### config.mk
export PLATFORM = sky130hd
export DESIGN_NAME = banco_registradores
export DESIGN_NICKNAME = d
export VERILOG_FILES = /design/src/rtl/banco_registradores.sv
export SDC_FILE = /design/constraint.sdc
export NUM_CORES = 2
export LEC_CHECK = 0
export ABC_AREA = 0
export BUFFER_PORTS_ARGS = -buffer_cell sky130_fd_sc_hd__buf_2
export CAP_MARGIN = 25
export CORE_MARGIN = 3
export CORE_UTILIZATION = 55
export DETAILED_ROUTE_END_ITERATION = 12
export PLACE_DENSITY = 0.7
export SYNTH_ARGS = -nofsm -noshare
export SYNTH_HDL_FRONTEND = slang
export SYNTH_SLANG_ARGS = --single-unit
### constraint.sdc
create_clock -name clock -period 5.9 [get_ports clock]
set_clock_uncertainty 0.05 [all_clocks]
set_input_delay 0.885 -clock clock [delete_from_list [all_inputs] [get_ports clock]]
set_output_delay 0.885 -clock clock [all_outputs]
set_load 0.01 [all_outputs]
### src/rtl/banco_registradores.sv
// banco_registradores: 32-entry register file, two forwarding read ports, saturating write counter
module banco_registradores #(
  parameter int LARGURA = 32,
  parameter logic [LARGURA-1:0] SP_INICIAL = 32'h0000_03FC
) (
  input  logic               clock,
  input  logic               reset,
  input  logic [4:0]         reg_leitura1,
  input  logic [4:0]         reg_leitura2,
  input  logic [4:0]         escrita_registrador,
  input  logic [LARGURA-1:0] dado_escrita,
  input  logic               escreve_reg,
  output logic [LARGURA-1:0] dado_leitura1,
  output logic [LARGURA-1:0] dado_leitura2,
  output logic [15:0]        total_escritas
);
  logic [LARGURA-1:0] regs [32];
  logic we;
  // A write commits only with a definite 1 on the enable, a nonzero target and reset released
  always_comb we = (escreve_reg === 1'b1) && (escrita_registrador != 5'd0) && reset;
  // Register array: async reset restores $sp, otherwise store the committed write
  always_ff @(posedge clock or negedge reset)
    if (!reset)
      for (int i = 0; i < 32; i++) regs[i] <= (i == 29) ? SP_INICIAL : '0;
    else if (we)
      regs[escrita_registrador] <= dado_escrita;
  // Count committed writes, holding at all-ones
  always_ff @(posedge clock or negedge reset)
    if (!reset) total_escritas <= '0;
    else if (we && total_escritas != 16'hFFFF) total_escritas <= total_escritas + 16'd1;
  // Combinational reads with same-cycle write forwarding; address 0 always reads zero
  always_comb begin
    dado_leitura1 = (reg_leitura1 == 5'd0) ? '0 :
                    (we && escrita_registrador == reg_leitura1) ? dado_escrita : regs[reg_leitura1];
    dado_leitura2 = (reg_leitura2 == 5'd0) ? '0 :
                    (we && escrita_registrador == reg_leitura2) ? dado_escrita : regs[reg_leitura2];
  end
endmodule
# Yosys cells after proc, flatten, opt, wreduce, memory -nomap -nowiden
# Index checks and enable logic that the tools add are counted.
# Widths: inputs -> output; s select.
classes:
  addsub: 1
  magnitude_cmp: 4
  eq_ne: 4
  mux: 13
  bitwise: 3
  reduce_logical: 9
ops:
  columns: ["cell", "count"]
  rows:
  - ["$bwmux 1024", 1]
  - ["$bmux 32 s5", 2]
  - ["$mux 32", 9]
  - ["$demux 32 s5", 1]
  - ["$ge 6x6->1 const B", 3]
  - ["$not 5->6", 3]
  - ["$add 16x1->16 const B", 1]
  - ["$ne 16x16->1 const B", 1]
  - ["$eq 5x5->1", 2]
  - ["$logic_not 5->1", 2]
  - ["$logic_and 1x1->1", 6]
  - ["$lt 6x1->1 const B", 1]
  - ["$reduce_bool 5->1", 1]
  - ["$eqx 1x1->1 const B", 1]
totals:
  reg_bits: 1040
  output_inout_bits: 80
  word_cells: 67

# Logic depth before layout (Yosys ltp)
depth:
  depth_word: 6
  mapped_depth: 10

# Least setup slack after synthesis
# Ideal clock, no wire load.
synth_timing:
  path_kind: "in2out"
  startpoint: "input reg_leitura2[0]"
  endpoint: "output dado_leitura2[11]"
  arrival_time_ns: 2.489
  required_ns: 4.965
  slack_ns: 2.476
  cell_stages: 7
  n_path_buf: 3
  path_cell_list: "buf_2 buf_6 buf_2 mux4_2 a221o_1 nor3_1 nor3_1"
synth_between:
  elab_chain_cells: 6
  word_cells_on_any_way: 9
synth_rtl:
  columns: ["item", "line", "source"]
  rows:
  - ["from (decl)", "9", "input logic [4:0] reg_leitura2,"]
  - ["$not 5->6 (not written as such)", "36", "(we && escrita_registrador == reg_leitura2) ? dado_escrita : regs[reg_leitura2];"]
  - ["$bmux 32 s5", "36", null]
  - ["$mux 32 (not written as such) (2 in a row)", "36", null]
  - ["$mux 32", "36", null]
  - ["$mux 32 *", "35", "dado_leitura2 = (reg_leitura2 == 5'd0) ? '0 :"]
  - ["to (decl)", "14", "output logic [LARGURA-1:0] dado_leitura2,"]
# Mark *: on every way between the ends. The rest lies on a longest branch, timed or not. The select of a mux whose other input is x is not followed.

# Worst setup path in the final report
layout_timing:
  startpoint: "input reset"
  endpoint: "output dado_leitura2[21]"
layout_between:
  elab_chain_cells: 4
layout_rtl:
  columns: ["item", "line", "source"]
  rows:
  - ["from (decl)", "7", "input logic reset,"]
  - ["$logic_and 1x1->1", "20", "always_comb we = (escreve_reg === 1'b1) && (escrita_registrador != 5'd0) && reset;"]
  - ["$logic_and 1x1->1", "36", null]
  - ["$mux 32", "36", null]
  - ["$mux 32", "35", null]
# No other way between the ends.

==> impl_results.md <==
* Run status: completed
* # Post-CTS Setup Buffers at 0
* Top cell by count, worst path: nor3_1
* Clk slew on worst S/H paths at roughly 0.060 ns
* Synth async-reset ratio at 100%
* CTS Buf Count at 111
* Synth Net Count at between 3,000 and 4,000
* Placer Congestion at 0.871
* Setup crit end kind: output pin
* Final setup TNS at 0 ns
* Sequential element share of the synthesized area at 46.9%
* Worst-case reg-to-reg path depth at 6
* #FFs+latches synth at 1,040
* DRC at 0
* Post-route ant nets at 0
* YS warnings at 0
* Crit path max-delay family: simple AND/OR/NAND/NOR gates
* Root buffer cell: clkbuf_16
* CTS resizes at 0
* Unique masters post-synth at 53
* Synth Area in Compound Gates at 4.49%
* EDFF count, synth at 0
* Worst Hold Depth at 0
* F_max at 203 MHz
* Vias in the first global route at 38,500
* Reg-to-reg slack, setup at 3.67 ns
* Mapped cell area at 0.0555 mm²
* Mux contribution to synthesized area at 42.0%
* Average cell area after synthesis at around 15 µm²
* Sink of the worst hold path: regs[1022]$_DFFE_PN0P_
* Clock Sinks at 1,040
* Reg2reg end: total_escritas[15]$_DFFE_PN0P_
* Xor and xnor area share after synthesis at 0.379%
* Most frequent cells in the layout: dfrtp_1 (1,032), mux2_2 (734), mux4_2 (448)
* Hold Vio Cnt, Final at 0
* Synth Area in Simple Gates at 2.40%
* First-pass GRT wire length at 257,000 µm
* Initial Util at 55.9%
* Worst Path Max Fanout at 26
* Core area at 0.0991 mm²
* WL final at 174,000 µm
* IO Port Bufs at 129
* H-tree levels at 3
* Least-Margin Pin Slew at 1.15 ns
* Vias per cell at 7.28
* RSZ-0062 raised after global routing: no
* Clock buffer depth at 3
* Die Y at 324 µm
* Via Count at 36,800
* Post-DP Area at 0.0571 mm²
* RR Startpoint: total_escritas[0]$_DFFE_PN0P_
* Worst-path cell chain: dlygate4sd3_1 > buf_8 > nand2_1 > a21oi_2 > and4_2 > buf_12 > nor3_1 > nor3_1 > buf_2
* Final design area excluding fillers at roughly 0.061 mm²
* Die width at 324 µm
* Slew Limit Headroom at 23.1%
* Critical Path Start Type: input port
* Slowest stage cell, crit path: and4_2
* CTS Hold Buffers Added at 1
* Most common cell after layout, fill and taps aside: dfrtp_1
* Top FF cell, synth: dfrtp_1
* Leak at ~28 nW
* Crit path buffers/inverters at 4
* Post-Synth Adder-Cell Area at less than 1%
* Final nets at 3,713
* Req. time, crit path at 4.97 ns
* DP Wirelength at ~100,000 µm
* 1st-iter DRT viols at 4,648
* # setup viols final at 0
* Area Growth Syn to Fin at 10.3%
* DR WL/cell at 34.4 µm
* P per Cell Area at 319 mW/mm²
* Largest net degree at the start of global routing at 194
* Slowest stage delay, CP at 0.82 ns
* Fraction of layout instances using a drive strength above 1 at approximately 45%
* Initial antenna violation count at 8
* Drt pass-1 iters at 8
* Post-layout min period at 4.93 ns
* VDD IR-drop max at 0.000251 V
* I/O pin cnt at 130
* Setup Crit Path Kind: in -> out
* Grt ovf at 0
* Main combinational cell family by area after synthesis: multiplexers
* Maxcap violations at 0
* Row count at 115
* Pins over their slew limit at 0
* Worst min-delay path category: reg -> reg
* Worst-skew pair later-pin latency at 0.71 ns
* Overall global routing resource usage at around a third
* Crit share post-route at a little over four fifths
* TritonCTS clock tree: yes
* Hold_sp: regs[1022]$_DFFE_PN0P_
* Post-Syn Instances at 3,735
* Die Area at approximately 0.10 mm²
* CP arrival at 4.00 ns
## flip-flops by register name (all words and copies together) (netlist names)
name,cells
regs,1024
total_escritas,16
## worst max path at each step
| stage | slack, ns | start | to | depth (start not counted) |
|---|---|---|---|---|
| global placement | 1.30 | reg_leitura1[2] | dado_leitura1[14] | 7 |
| global route | 0.85 | reset | dado_leitura2[24] | 9 |
| finish | 0.97 | reset | dado_leitura2[21] | 9 |
| floorplan | 2.48 | reg_leitura2[0] | dado_leitura2[11] | 7 |
| detailed placement | 1.30 | reg_leitura2[4] | dado_leitura2[27] | 9 |
| CTS | 0.97 | reset | dado_leitura2[17] | 9 |
## cell usage after synthesis (31+ instances only)
cell / instances / area, µm²
a221o_1: 31 / 310
nor2_1: 92 / 345
o211a_1: 31 / 310
nor3_1: 66 / 330
o21ai_0: 31 / 155
mux4_2: 448 / 10100
nor4_1: 34 / 213
a22oi_1: 31 / 233
dfrtp_1: 1032 / 25800
buf_1: 42 / 158
o22ai_1: 62 / 388
a221oi_1: 31 / 272
mux2_1: 356 / 4010
clkbuf_1: 226 / 848
o221ai_1: 32 / 280
mux2_2: 734 / 8270
a22o_1: 31 / 272
buf_2: 116 / 581
a21oi_1: 36 / 180
mux2i_1: 95 / 951
## logic make-up (layout without fill, tap and decap cells)
family | after synthesis | after routing
muxes | 1633 | 1633
DFF | 1040 | 1040
buffers and inverters | 438 | 462
AOI/OAI and AO/OA | 328 | 328
and+or+nand+nor | 271 | 271
xor gates and xnor gates | 24 | 24
adders and majority gates | 1 | 1
other | 0 | 7
## layout make-up
| class | instances | area, µm² |
|---|---|---|
| clock buffer | 168 | 3410 |
| antenna | 7 | 17.5 |
| fill | 7127 | 38000 |
| sequential | 1040 | 26000 |
| multi-input combinational | 2257 | 27600 |
| tap | 1287 | 1610 |
| timing repair buffer | 249 | 1910 |
| inverter | 3 | 11.3 |
| clock inverter | 42 | 608 |
## power breakdown
part	internal, mW	switching [mW]	leakage [nW]	total [mW]
combinational	1.72	1.40	11.9	3.12
clock	4.63	2.99	1.99	7.61
sequential	8.06	0.697	13.8	8.76
## per-stage QoR
step	utilization (%)	hold WS, ns	total power, mW	setup slack (ns)	instances
2_1_floorplan	-	0.375	10.9	2.48	3735
5_1_grt	61.7	0.358	20.2	0.845	5051
3_5_place_dp	57.6	0.323	11.9	1.30	4833
3_3_place_gp	57.5	0.317	11.7	1.30	4831
4_1_cts	61.6	0.337	19.5	0.969	5044
6_report	61.7	0.337	19.5	0.968	5053
## metal layers
metal | global-route usage, % | up-vias | routed length (µm)
li1 | - | 14400 | -
met1 | 45.4 | 19700 | 67000
met2 | 51.5 | 2200 | 80000
met3 | 8.35 | 509 | 17900
met4 | 15.4 | 0 | 8730
met5 | 0 | - | 0
Power figures use the tool's default switching activity.
